[config.mk]
export PLATFORM = sky130hd
export DESIGN_NAME = sensor_conditioner
export DESIGN_NICKNAME = d
export VERILOG_FILES = /design/src/rtl/sensor_pkg.sv /design/src/rtl/float_debounce.sv /design/src/rtl/sensor_conditioner.sv
export SDC_FILE = /design/constraint.sdc
export NUM_CORES = 1
export LEC_CHECK = 0
export ABC_AREA = 0
export CAP_MARGIN = 20
export CORE_MARGIN = 3
export CORE_UTILIZATION = 53
export CTS_CLUSTER_SIZE = 10
export DETAILED_ROUTE_END_ITERATION = 8
export PLACE_DENSITY_LB_ADDON = 0.05
export SLEW_MARGIN = 20
export SYNTH_ARGS = -nofsm -noshare
export SYNTH_HDL_FRONTEND = slang
export SYNTH_HIERARCHICAL = 1
export SYNTH_SLANG_ARGS = --single-unit
[constraint.sdc]
create_clock -name CLK -period 3.4 [get_ports CLK]
set_clock_uncertainty 0.2 [all_clocks]
set_input_delay 0.68 -clock CLK [delete_from_list [all_inputs] [get_ports CLK]]
set_output_delay 0.68 -clock CLK [all_outputs]
set_load 0.02 [all_outputs]
[src/rtl/sensor_pkg.sv]
// Shared types and constants for the sensor conditioning front end.
package sensor_pkg;

    typedef enum logic [0:0] {
        PRIME,
        RUN
    } state_e;

    localparam int unsigned MOIST_W = 8;
    localparam int unsigned LEVEL_W = 2;

    // Tank level codes as seen on Water_sensor = {high, low}
    localparam logic [LEVEL_W-1:0] EMPTY = 2'b00;
    localparam logic [LEVEL_W-1:0] LOW   = 2'b01;
    localparam logic [LEVEL_W-1:0] FULL  = 2'b11;

endpackage

[src/rtl/float_debounce.sv]
// Float switch conditioner: two-flop synchroniser followed by a hold-time debouncer.
// The stable output only follows the synchronised input after it has differed for
// DEBOUNCE_CYCLES consecutive cycles.
module float_debounce #(
    parameter int unsigned DEBOUNCE_CYCLES = 8
) (
    input  logic clk,
    input  logic rst_n,
    input  logic async_in,
    output logic stable
);

    localparam int unsigned CNT_W = (DEBOUNCE_CYCLES > 1) ? $clog2(DEBOUNCE_CYCLES) : 1;
    localparam logic [CNT_W-1:0] CNT_LAST = CNT_W'(DEBOUNCE_CYCLES - 1);

    logic             sync1_q, sync2_q;
    logic             stable_q, stable_d;
    logic [CNT_W-1:0] cnt_q, cnt_d;

    // Bring the asynchronous pin into the clock domain
    always_ff @(posedge clk or negedge rst_n) begin
        if (!rst_n) begin
            sync1_q <= 1'b0;
            sync2_q <= 1'b0;
        end else begin
            sync1_q <= async_in;
            sync2_q <= sync1_q;
        end
    end

    // Count cycles of disagreement; adopt the new level once it has persisted long enough
    always_comb begin
        cnt_d    = cnt_q;
        stable_d = stable_q;
        if (sync2_q != stable_q) begin
            if (cnt_q == CNT_LAST) begin
                stable_d = sync2_q;
                cnt_d    = '0;
            end else begin
                cnt_d = cnt_q + 1'b1;
            end
        end else begin
            cnt_d = '0;
        end
    end

    // Debounce state register
    always_ff @(posedge clk or negedge rst_n) begin
        if (!rst_n) begin
            cnt_q    <= '0;
            stable_q <= 1'b0;
        end else begin
            cnt_q    <= cnt_d;
            stable_q <= stable_d;
        end
    end

    assign stable = stable_q;

endmodule

[src/rtl/sensor_conditioner.sv]
// Sensor conditioner: boxcar-averages ADC moisture samples and debounces the two tank
// float switches for the irrigation controller.
// Optional stuck-ADC detection is built when SENSOR_STUCK_DETECT_EN is defined.
module sensor_conditioner
    import sensor_pkg::*;
#(
    parameter int unsigned AVG_LOG2        = 2,
    parameter int unsigned DEBOUNCE_CYCLES = 8,
    parameter int unsigned STUCK_LIMIT     = 64
) (
    input  logic               CLK,
    input  logic               Reset_n,
    input  logic [MOIST_W-1:0] Raw_moisture,
    input  logic               Raw_valid,
    input  logic               Float_low,
    input  logic               Float_high,
    output logic [MOIST_W-1:0] Moisture_sensor,
    output logic [LEVEL_W-1:0] Water_sensor,
    output logic               Data_ready,
    output logic               Sensor_fault
);

    localparam int unsigned DEPTH = 1 << AVG_LOG2;
    localparam int unsigned SUM_W = MOIST_W + AVG_LOG2;

    logic [MOIST_W-1:0]  win_q [DEPTH];
    logic [AVG_LOG2-1:0] ptr_q;      // also serves as the fill count while priming
    logic [SUM_W-1:0]    sum_q, sum_next;
    state_e              state_q, state_d;
    logic                load;
    logic [MOIST_W-1:0]  moist_q;
    logic                ready_q;
    logic                low_stable, high_stable;

    // Running sum; the buffer is zero while priming, so the same update works in both states
    always_comb begin
        sum_next = sum_q + SUM_W'(Raw_moisture) - SUM_W'(win_q[ptr_q]);
    end

    // Next state and output-load decision
    always_comb begin
        state_d = state_q;
        load    = 1'b0;
        case (state_q)
            PRIME: begin
                if (Raw_valid && (ptr_q == AVG_LOG2'(DEPTH - 1))) begin
                    state_d = RUN;
                    load    = 1'b1;
                end
            end
            RUN: begin
                load = Raw_valid;
            end
            default: state_d = PRIME;
        endcase
    end

    // FSM state register
    always_ff @(posedge CLK or negedge Reset_n) begin
        if (!Reset_n) begin
            state_q <= PRIME;
        end else begin
            state_q <= state_d;
        end
    end

    // Sample ring buffer, ring pointer and running sum
    always_ff @(posedge CLK or negedge Reset_n) begin
        if (!Reset_n) begin
            for (int unsigned i = 0; i < DEPTH; i++) begin
                win_q[i] <= '0;
            end
            ptr_q <= '0;
            sum_q <= '0;
        end else if (Raw_valid) begin
            win_q[ptr_q] <= Raw_moisture;
            ptr_q        <= ptr_q + 1'b1;
            sum_q        <= sum_next;
        end
    end

    // Averaged output and its one-cycle strobe
    always_ff @(posedge CLK or negedge Reset_n) begin
        if (!Reset_n) begin
            moist_q <= '0;
            ready_q <= 1'b0;
        end else begin
            if (load) begin
                moist_q <= sum_next[SUM_W-1:AVG_LOG2];
            end
            ready_q <= load;
        end
    end

    assign Moisture_sensor = moist_q;
    assign Data_ready      = ready_q;

    float_debounce #(
        .DEBOUNCE_CYCLES (DEBOUNCE_CYCLES)
    ) u_low_db (
        .clk      (CLK),
        .rst_n    (Reset_n),
        .async_in (Float_low),
        .stable   (low_stable)
    );

    float_debounce #(
        .DEBOUNCE_CYCLES (DEBOUNCE_CYCLES)
    ) u_high_db (
        .clk      (CLK),
        .rst_n    (Reset_n),
        .async_in (Float_high),
        .stable   (high_stable)
    );

    // Code 10 is passed through; the controller decides what it means
    assign Water_sensor = {high_stable, low_stable};

`ifdef SENSOR_STUCK_DETECT_EN
    localparam int unsigned STUCK_W = $clog2(STUCK_LIMIT + 1);

    logic [MOIST_W-1:0] prev_q;
    logic               prev_valid_q;
    logic [STUCK_W-1:0] stuck_cnt_q;
    logic               fault_q;

    // Count repeats of the previous sample; flag is sticky until a differing sample
    always_ff @(posedge CLK or negedge Reset_n) begin
        if (!Reset_n) begin
            prev_q       <= '0;
            prev_valid_q <= 1'b0;
            stuck_cnt_q  <= '0;
            fault_q      <= 1'b0;
        end else if (Raw_valid) begin
            prev_q       <= Raw_moisture;
            prev_valid_q <= 1'b1;
            if (prev_valid_q && (Raw_moisture == prev_q)) begin
                if (stuck_cnt_q != STUCK_W'(STUCK_LIMIT)) begin
                    stuck_cnt_q <= stuck_cnt_q + 1'b1;
                end
                if (stuck_cnt_q == STUCK_W'(STUCK_LIMIT - 1)) begin
                    fault_q <= 1'b1;
                end
            end else begin
                stuck_cnt_q <= '0;
                fault_q     <= 1'b0;
            end
        end
    end

    assign Sensor_fault = fault_q;
`else
    assign Sensor_fault = 1'b0;
`endif

endmodule

==> flow_metrics.tcl, run 1 <==
set metrics [dict create \
    crit_path_top_delay_cell "mux4_2" \
    synth-async-reset-ratio_pct 100 \
    gr-usage-all-layers_pct 19.2 \
    ys_ff_latch 66 \
    status "completed" \
    numCtsBuffers 9 \
    critical_path.max_stage_delay_ns 0.49 \
    post_synth_instance_area_um2 3430 \
    clock_latency_ns 0.35 \
    cts.hold.buffers_added 0 \
    netlist-cell-type-count 48 \
    number_of_global_route_vias_before_repair 2329 \
    drt-total-wl_mm 6.45 \
    die_y_um 86.5 \
    place.gp.congestion 0.886 \
    starting_density_of_the_core_pct 56.3 \
    area_growth_syn_to_layout_pct 17.0 \
    finalSetupViolations 0 \
    syn_inst 315 \
    clockRootBuffer "clkbuf_8" \
    design_area_um2 4020 \
    final-hold-violation-count 0 \
    worst_setup_hold_path_clk_slew_ns 0.07 \
    antenna_cells 0 \
    final_min_period_over_clock_period_pct 95.9 \
    cp_data_required_time_ns 3.43 \
    clock_sink_count 66 \
    ys.warnings.count 6 \
    post_route_cells_drive_above_1_share_pct 19.1 \
    crit_path_start_kind "flip-flop" \
    post-route-min-period_ns 3.26 \
    preCtsSetupSlack_ns -0.103 \
    drc 0 \
    finish.net_count 390 \
    io_pins 25 \
    timing.critical_path.mode_cell "inv_1" \
    grt_max_degree 27 \
    arrival_ns 3.29 \
    crit_type "flip-flop to flip-flop" \
    timing.critical_path.to_type "flip-flop" \
    ys_top_cells_by_area "dfrtp_1 (48%), ha_1 (6.6%), nand2_1 (5.5%)" \
    detailed_place_hpwl_mm 4.73 \
    grt_antenna_before_repair 0 \
    timing.max_slew.rel_slack_pct 62.1 \
    worstMarginPinSlew_ns 0.568 \
    critical_path.cell_chain "buf_4 > mux4_2 > ha_1 > inv_1 > ha_2 > inv_1 > fa_1 > nand2b_1 > a21oi_2 > nor3_1 > xnor2_1 > mux2_2" \
    synth-edff-count 0 \
    place_area_um2 3790 \
    yosysTopAreaCell "dfrtp_1" \
    path_max_fanout 5 \
    max_clock_freq_mhz 307 \
    worst_case_clock_buffer_depth 2 \
    tritoncts "done" \
    core_um2 6100 \
    drt-initial-drc-count 97 \
    detailroute.via_count 2299 \
    cts_max_level 3 \
    die_ar_um2 7470 \
    rsz0062_at_grt "true" \
    setup_total_negative_slack_ns 0 \
    main_synth_ff_type "dfrtp_1" \
    num_rows 28 \
    number_of_max_slew_violations_in_the_final_report 0 \
    grt_first_pass_wirelength_mm 10.9 \
    floorplan.die.width_um 86.5 \
    globalRouteOverflowTotal 0 \
    max_capacitance_violation_count 0 \
    detail_route.first_pass.iterations 4 \
    cell_with_the_most_instances_after_synthesis "dfrtp_1" \
    post_syn_area_per_cell_um2 10.9 \
    ant_nets 0 \
    placement.io_buffers 23 \
    hold_class "primary input to asynchronous set/reset pin" \
    yosys-top-cells-count "dfrtp_1 (66), nand2_1 (50), inv_1 (37), o21ai_0 (31), ha_1 (18)" \
    detail_route.wl_per_cell_um 15.0 \
    syn-num-nets 354 \
    final_worst_slack_ns 0.138 \
    seq_area_frac_synth_pct 48.1 \
    vias_per_cell 5.33 \
    post-synth-top-area-fraction_pct 48.1 \
]
[timing repair]
action / in CTS / in global routing
endpoints found under the hold margin: 0 / 0
buffers inserted: 0 / 2
pin swaps: 0 / 2
endpoints found under the setup margin: 10 / 10
resized for setup: 1 / 8
[stage by stage]
| step | cells | hold slack, ns | util [%] |
|---|---|---|---|
| after floorplan | 315 | 0.131 | - |
| after global placement | 413 | 0.134 | 62.1 |
| after detailed placement | 413 | 0.140 | 62.1 |
| after CTS | 429 | 0.131 | 65.2 |
| after global routing | 431 | 0.149 | 65.9 |
| final | 431 | 0.123 | 65.9 |
[layer usage]
| metal | vias up | GRT usage (%) | share of wire [%] |
|---|---|---|---|
| met4 | 0 | 8.50 | 1.9 |
| met3 | 11 | 5.99 | 3.9 |
| met2 | 34 | 29.3 | 48 |
| li1 | 1130 | - | - |
| met5 | - | 0 | 0 |
| met1 | 1124 | 25.4 | 46 |
[critical path, delay by kind of cell (launching register included)]
kind / cells / cell delay [ns]
buffers and inverters: 3 / 0.28
AND/OR/NAND/NOR: 2 / 0.27
XOR/XNOR: 1 / 0.16
multiplexers: 2 / 0.77
flip-flops: 1 / 0.44
AO/OA/AOI/OAI: 1 / 0.16
adder cells (fa/ha/maj): 3 / 0.87
[path summary, 6_finish.rpt]
| check | from | slack, ns | end | cells past startpoint |
|---|---|---|---|---|
| max reg2reg | ptr_q[0]$_DFFE_PN0P_ | 0.14 | sum_q[6]$_DFFE_PN0P_ | 12 |
| max in group asynchronous | Reset_n | 2.15 | ptr_q[1]$_DFFE_PN0P_ | 2 |
| max | ptr_q[0]$_DFFE_PN0P_ | 0.14 | sum_q[6]$_DFFE_PN0P_ | 12 |
| min | Reset_n | 0.12 | win_q[0]$_DFFE_PN0P_ | 1 |
| min in group CLK | u_high_db/sync1_q$_DFF_PN0_ | 0.15 | u_high_db/sync2_q$_DFF_PN0_ | 0 |
| min reg2reg | u_high_db/sync1_q$_DFF_PN0_ | 0.15 | u_high_db/sync2_q$_DFF_PN0_ | 0 |
[cell type report]
cell class              instances  area, µm²
clock buffers                  11        131
clock inverters                 5       55.1
fillers                       495       2080
inverters                      38        143
multi-input cells             199       1600
flip-flops and latches         66       1650
well taps                      75       93.8
repair buffers                 37        343
[sequential cells by signal (all words and copies together) (netlist names), 2 cells and up]
name             flops
Moisture_sensor      8
ptr_q                2
win_q               32
sum_q               10
u_high_db/cnt_q      3
u_low_db/cnt_q       3
[cells by family (layout without fill, tap and decap cells)]
group / after synthesis / after routing / share of synthesized area (%)
simple gates: 80 / 80 / 11.4
xor+xnor: 9 / 9 / 2.30
flops: 66 / 66 / 48.1
compound gates: 59 / 59 / 10.3
fa+ha+maj: 26 / 26 / 11.2
mux: 24 / 24 / 10.4
other cells: 1 / 1 / 0.109
buf+inv: 50 / 91 / 6.09
[cells in the final DEF (no fill, tap or decap), types with 3 or more instances in the layout]
cell type / netlist / routed
ha_1: 18 / 15
nor2_1: 4 / 4
a21oi_1: 8 / 7
nand2b_1: 4 / 4
nor3_1: 3 / 3
xnor2_1: 6 / 6
xor2_1: 3 / 3
ha_2: 0 / 3
buf_4: 3 / 13
and2_1: 4 / 4
mux4_2: 8 / 8
o21ai_0: 31 / 31
inv_1: 37 / 37
clkbuf_8: 0 / 9
fa_1: 8 / 8
nand4_1: 3 / 3
mux2_2: 12 / 12
clkdlybuf4s50_1: 0 / 22
nand2_1: 50 / 50
dfrtp_1: 66 / 64
Power of run 1 is left out: the tool's default activity adds up to more than one toggle a clock period on the data nets, which glitch-free logic cannot reach.
==> run 2, diff against run 1 <==
--- a/config.mk
+++ b/config.mk
@@ -15,5 +15,4 @@
 export SLEW_MARGIN = 20
 export SYNTH_ARGS = -nofsm -noshare
 export SYNTH_HDL_FRONTEND = slang
-export SYNTH_HIERARCHICAL = 1
 export SYNTH_SLANG_ARGS = --single-unit
==> run 2 against run 1 <==
Net effect: sequential share of layout area up 0.75 points; sequential cell count is the same; via count down 0.74%; synthesized area fell by 1.2%; global-route usage is 0.14 points higher; die area is 1.2% lower; critical path type unchanged.
==> flow_metrics.tcl, run 2 <==
set metrics [dict create \
    status "completed" \
    final-hold-violation-count 0 \
    tritoncts "done" \
    place.gp.congestion 0.773 \
    synth-async-reset-ratio_pct 100 \
    worst_setup_hold_path_clk_slew_ns 0.07 \
    timing.critical_path.to_type "flip-flop" \
    flip_flop_count_of_the_largest_register_all_copies_and_words_added 32 \
    synth-edff-count 0 \
    clock_latency_ns 0.34 \
    antenna_cells 0 \
    grt_max_degree 67 \
    final_min_period_over_clock_period_pct 95.7 \
    final_cell_count_no_fill 431 \
    syn-num-nets 356 \
    layout_commonest_cell "dfrtp_1" \
    preCtsSetupSlack_ns -0.157 \
    yosys-top-cells-count "dfrtp_1 (66), nand2_1 (48), inv_1 (39), o21ai_0 (39), ha_1 (18)" \
    path_max_fanout 9 \
    final_worst_slack_ns 0.146 \
    placement.io_buffers 23 \
    cell_with_the_most_instances_after_synthesis "dfrtp_1" \
    post_syn_area_per_cell_um2 10.7 \
    post_route_cells_drive_above_1_share_pct 14.6 \
    vias_per_cell 5.29 \
    num_rows 28 \
    timing.max_slew.rel_slack_pct 45.7 \
    numCtsBuffers 9 \
    rsz0062_at_grt "true" \
    seq_area_frac_synth_pct 48.7 \
    number_of_global_route_vias_before_repair 2406 \
    clockRootBuffer "clkbuf_8" \
    yosysTopAreaCell "dfrtp_1" \
    gr-usage-all-layers_pct 19.4 \
    postLayoutCoreUtil_pct 65.0 \
    detailed_place_hpwl_mm 4.43 \
    grt_first_pass_wirelength_mm 11.2 \
    syn_inst 317 \
    design_area_um2 3940 \
    timing.hold.worst_path_depth 0 \
    ys_ff_latch 66 \
    drt-total-wl_mm 6.27 \
    arrival_ns 3.28 \
    ys_top_cells_by_area "dfrtp_1 (49%), ha_1 (6.6%), o21ai_0 (5.8%)" \
    detail_route.first_pass.iterations 4 \
    dp_cells 415 \
    worst_case_clock_buffer_depth 2 \
    finish.net_count 390 \
    globalRouteOverflowTotal 0 \
    worstMarginPinSlew_ns 0.815 \
    core_um2 6060 \
    ant_nets 0 \
    grt_antenna_before_repair 0 \
    drt-initial-drc-count 89 \
    crit_path_start_kind "flip-flop" \
    drc 0 \
    floorplan.die.width_um 86.0 \
    clock_sink_count 66 \
    starting_density_of_the_core_pct 55.9 \
    number_of_max_slew_violations_in_the_final_report 0 \
    post_synth_instance_area_um2 3390 \
    netlist-cell-type-count 42 \
    die_y_um 86.0 \
    cp_data_required_time_ns 3.42 \
    main_synth_ff_type "dfrtp_1" \
    post-synth-top-area-fraction_pct 48.7 \
    area_growth_syn_to_layout_pct 16.2 \
    cts_max_level 3 \
    cts_setup_buffers 0 \
    cts.hold.buffers_added 0 \
    io_pins 25 \
    regMostFlops "win_q" \
    hold_class "flip-flop to flip-flop" \
    mostFrequentLayoutCells "dfrtp_1 (66), nand2_1 (48), inv_1 (39)" \
    crit_type "flip-flop to flip-flop" \
    detailroute.via_count 2282 \
    max_capacitance_violation_count 0 \
    ys.warnings.count 0 \
    detail_route.wl_per_cell_um 14.5 \
    place_area_um2 3740 \
    max_clock_freq_mhz 307 \
    die_ar_um2 7390 \
    post-route-min-period_ns 3.25 \
    ff2ff_path_depth 9 \
    finalSetupViolations 0 \
]
-- run 2: cell count changes after synthesis, moves of 3 or more --
cell,delta
o21ai_0,+8
xnor2_1,-6
xor2_1,+5
mux2_2,-4
a21oi_1,+3
nand2b_1,-3
o21a_1,+3
-- run 2: per-stage QoR --
step,hold slack (ns),setup TNS [ns]
after CTS,0.164,0
final,0.160,0
after floorplan,0.131,0
after global routing,0.174,-0.0170
after detailed placement,0.147,-0.676
after global placement,0.134,-0.432
-- run 2: per-layer routing --
layer	wire length (µm)	track usage (%)	part of all wire, %
met3	251	5.00	4.0
met2	2860	29.4	46
met5	0	0	0
met1	3090	27.0	49
met4	65	7.05	1.0
-- run 2: critical path, stage by stage, from the launching register on --
cell and delay [ns]:
dfrtp_1 0.35, buf_4 0.20, mux4_2 0.54, fa_1 0.49, inv_1 0.04, ha_1 0.39, a2111o_1 0.44, o21ai_1 0.16
xor2_1 0.22, o21ai_0 0.11
-- run 2: final cells by class --
class,count,area [µm²]
clock buffer,12,135
timing repair buffer,36,323
multi-input combinational,199,1540
inverter,39,146
sequential,66,1650
fill,510,2120
tap,75,93.8
clock inverter,4,52.6
-- run 2: path summary, 6_finish.rpt --
check	startpoint	endpoint	slack, ns
setup reg to reg	ptr_q[0]$_DFFE_PN0P_	Moisture_sensor[6]$_DFFE_PN0P_	0.15
hold / removal	u_high_db.sync1_q$_DFF_PN0_	u_high_db.sync2_q$_DFF_PN0_	0.16
max in group asynchronous	Reset_n	win_q[20]$_DFFE_PN0P_	2.15
setup / recovery	ptr_q[0]$_DFFE_PN0P_	Moisture_sensor[6]$_DFFE_PN0P_	0.15
min in group asynchronous	Reset_n	u_high_db.cnt_q[0]$_DFF_PN0_	0.31
hold reg to reg	u_high_db.sync1_q$_DFF_PN0_	u_high_db.sync2_q$_DFF_PN0_	0.16
-- run 2: cell families after synthesis --
kind of cell / Yosys count / share of synthesized area (%)
fa+ha+maj: 26 / 11.4
buf+inv: 52 / 6.17
flops: 66 / 48.7
mux: 20 / 9.16
compound gates: 69 / 11.7
xor+xnor: 8 / 2.07
other cells: 1 / 0.111
simple gates: 75 / 10.6
-- run 2: what timing repair did --
action                                 CTS  global route
resized for setup                        0             4
endpoints found under the hold margin    0             0
setup endpoints to repair                0             5
Power of run 2 is left out for the same reason.
==> run 3, diff against run 2 <==
--- a/config.mk
+++ b/config.mk
@@ -11,6 +11,7 @@
 export CORE_UTILIZATION = 53
 export CTS_CLUSTER_SIZE = 10
 export DETAILED_ROUTE_END_ITERATION = 8
+export MAX_ROUTING_LAYER = met4
 export PLACE_DENSITY_LB_ADDON = 0.05
 export SLEW_MARGIN = 20
 export SYNTH_ARGS = -nofsm -noshare
==> constraint.sdc (replaced) <==
create_clock -name CLK -period 3.4 [get_ports CLK]
set_clock_uncertainty 0.2 [all_clocks]
set_input_delay 0.68 -clock CLK [delete_from_list [all_inputs] [get_ports CLK]]
set_output_delay 0.68 -clock CLK [all_outputs]
set_load 0.05 [all_outputs]
==> run 3 against run 2 <==
Net effect: hold slack about the same; register-to-register slack about the same; final cell count unchanged; routed wire length about the same; die area unchanged; global-route usage increased by 0.52 points; utilization unchanged; first-iteration DRC count increased by 11%; via count increased by 0.26%; sequential cell count unchanged; non-clock buffer count unchanged.
==> flow_metrics.tcl, run 3 (same netlist as run 2, synthesis figures left out) <==
set metrics [dict create \
    grt_max_degree 67 \
    cts_max_level 3 \
    flip_flop_count_of_the_largest_register_all_copies_and_words_added 32 \
    clock_latency_ns 0.34 \
    cts_resized 0 \
    path_buf_inv 2 \
    core_um2 6060 \
    max_clock_freq_mhz 307 \
    clock_sink_count 66 \
    clockRootBuffer "clkbuf_8" \
    die_ar_um2 7390 \
    regMostFlops "win_q" \
    globalRouteOverflowTotal 0 \
    timing.critical_path.to_type "flip-flop" \
    starting_density_of_the_core_pct 55.9 \
    path_max_fanout 9 \
    number_of_max_slew_violations_in_the_final_report 0 \
    numCtsBuffers 9 \
    placement.io_buffers 23 \
    crit_family "adder cells" \
    cts.hold.buffers_added 0 \
    detailed_place_hpwl_mm 4.43 \
    io_pins 25 \
    antenna_cells 0 \
    worst_case_clock_buffer_depth 2 \
    crit_type "flip-flop to flip-flop" \
    multi_input_area_um2 1540 \
    drc 0 \
    vias_per_cell 5.31 \
    detail_route.first_pass.iterations 4 \
    final-hold-violation-count 0 \
    final_min_period_over_clock_period_pct 95.9 \
    arrival_ns 3.28 \
    tritoncts "done" \
    finalSetupViolations 0 \
    cts_setup_buffers 0 \
    mostFrequentLayoutCells "dfrtp_1 (66), nand2_1 (48), inv_1 (39)" \
    cp_data_required_time_ns 3.42 \
    post_route_cells_drive_above_1_share_pct 14.6 \
    layout_commonest_cell "dfrtp_1" \
    grt_antenna_before_repair 0 \
    crit_path_top_delay_cell "mux4_2" \
    detailroute.via_count 2288 \
    die_y_um 86.0 \
    detail_route.wl_per_cell_um 14.5 \
    worstMarginPinSlew_ns 0.813 \
    drt-total-wl_mm 6.27 \
    regToRegSetupSlack_ns 0.14 \
    critical_path.max_stage_delay_ns 0.54 \
    post-route-min-period_ns 3.26 \
    fillCellCount 510 \
    number_of_global_route_vias_before_repair 2412 \
    floorplan.die.width_um 86.0 \
    area_growth_syn_to_layout_pct 16.2 \
    finish.net_count 390 \
    drt-initial-drc-count 99 \
    hold_class "flip-flop to flip-flop" \
    rsz0062_at_grt "true" \
    ant_nets 0 \
    critical_path.cell_chain "buf_4 > mux4_2 > fa_1 > inv_1 > ha_1 > a2111oi_2 > a21oi_1 > o21ai_1 > xor2_1 > o21ai_0" \
    grt_first_pass_wirelength_mm 11.2 \
    ff_latch_area_um2 1650 \
    crit_path_start_kind "flip-flop" \
    postLayoutCoreUtil_pct 65.0 \
    timing.max_slew.rel_slack_pct 45.8 \
    place.gp.congestion 0.784 \
    gr-usage-all-layers_pct 19.9 \
    max_capacitance_violation_count 0 \
    status "completed" \
    num_rows 28 \
    worst_setup_hold_path_clk_slew_ns 0.07 \
]
run 3: area by class of cell:
class	instances	area share, %
Inverter	39	3.72
Tap cell	75	2.38
Clock buffer	12	3.43
Multi-Input combinational cell	199	39.0
Clock inverter	4	1.33
Sequential cell	66	41.9
Timing Repair Buffer	36	8.20
run 3: worst register-to-register path: stages (launching register included):
cell	delay [ns]
dfrtp_1	0.35
buf_4	0.20
mux4_2	0.54
fa_1	0.49
inv_1	0.04
ha_1	0.39
a2111oi_2	0.42
a21oi_1	0.08
o21ai_1	0.12
xor2_1	0.22
o21ai_0	0.11
run 3: metrics by stage:
step | instance area (µm²) | std cells | setup TNS, ns | hold slack, ns | setup slack (ns)
2_1_floorplan | 3390 | 317 | 0 | 0.131 | 0.112
3_3_place_gp | 3740 | 415 | -0.432 | 0.134 | -0.130
3_5_place_dp | 3740 | 415 | -0.676 | 0.147 | -0.157
4_1_cts | 3930 | 431 | 0 | 0.164 | 0.0738
5_1_grt | 3940 | 431 | -0.0168 | 0.175 | -0.0168
6_report | 3940 | 431 | 0 | 0.160 | 0.138
run 3: routing by layer:
layer / vias to the layer above / global-route usage (%) / wire length [µm]
met4: 0 / 7.05 / 79
met2: 47 / 29.4 / 2890
met1: 1095 / 27.0 / 3050
met3: 11 / 4.71 / 255
met5: - / - / 0
li1: 1135 / - / -
run 3: path summary, 6_finish.rpt:
kind                                             start                             end  cells after the start
min                        u_high_db.sync1_q$_DFF_PN0_     u_high_db.sync2_q$_DFF_PN0_                      0
max                               ptr_q[0]$_DFFE_PN0P_  Moisture_sensor[6]$_DFFE_PN0P_                     10
max in group asynchronous                      Reset_n           win_q[20]$_DFFE_PN0P_                      2
min in group asynchronous                      Reset_n    u_high_db.cnt_q[0]$_DFF_PN0_                      2
max reg2reg                       ptr_q[0]$_DFFE_PN0P_  Moisture_sensor[6]$_DFFE_PN0P_                     10
min reg2reg                u_high_db.sync1_q$_DFF_PN0_     u_high_db.sync2_q$_DFF_PN0_                      0
Power of run 3 is left out for the same reason.
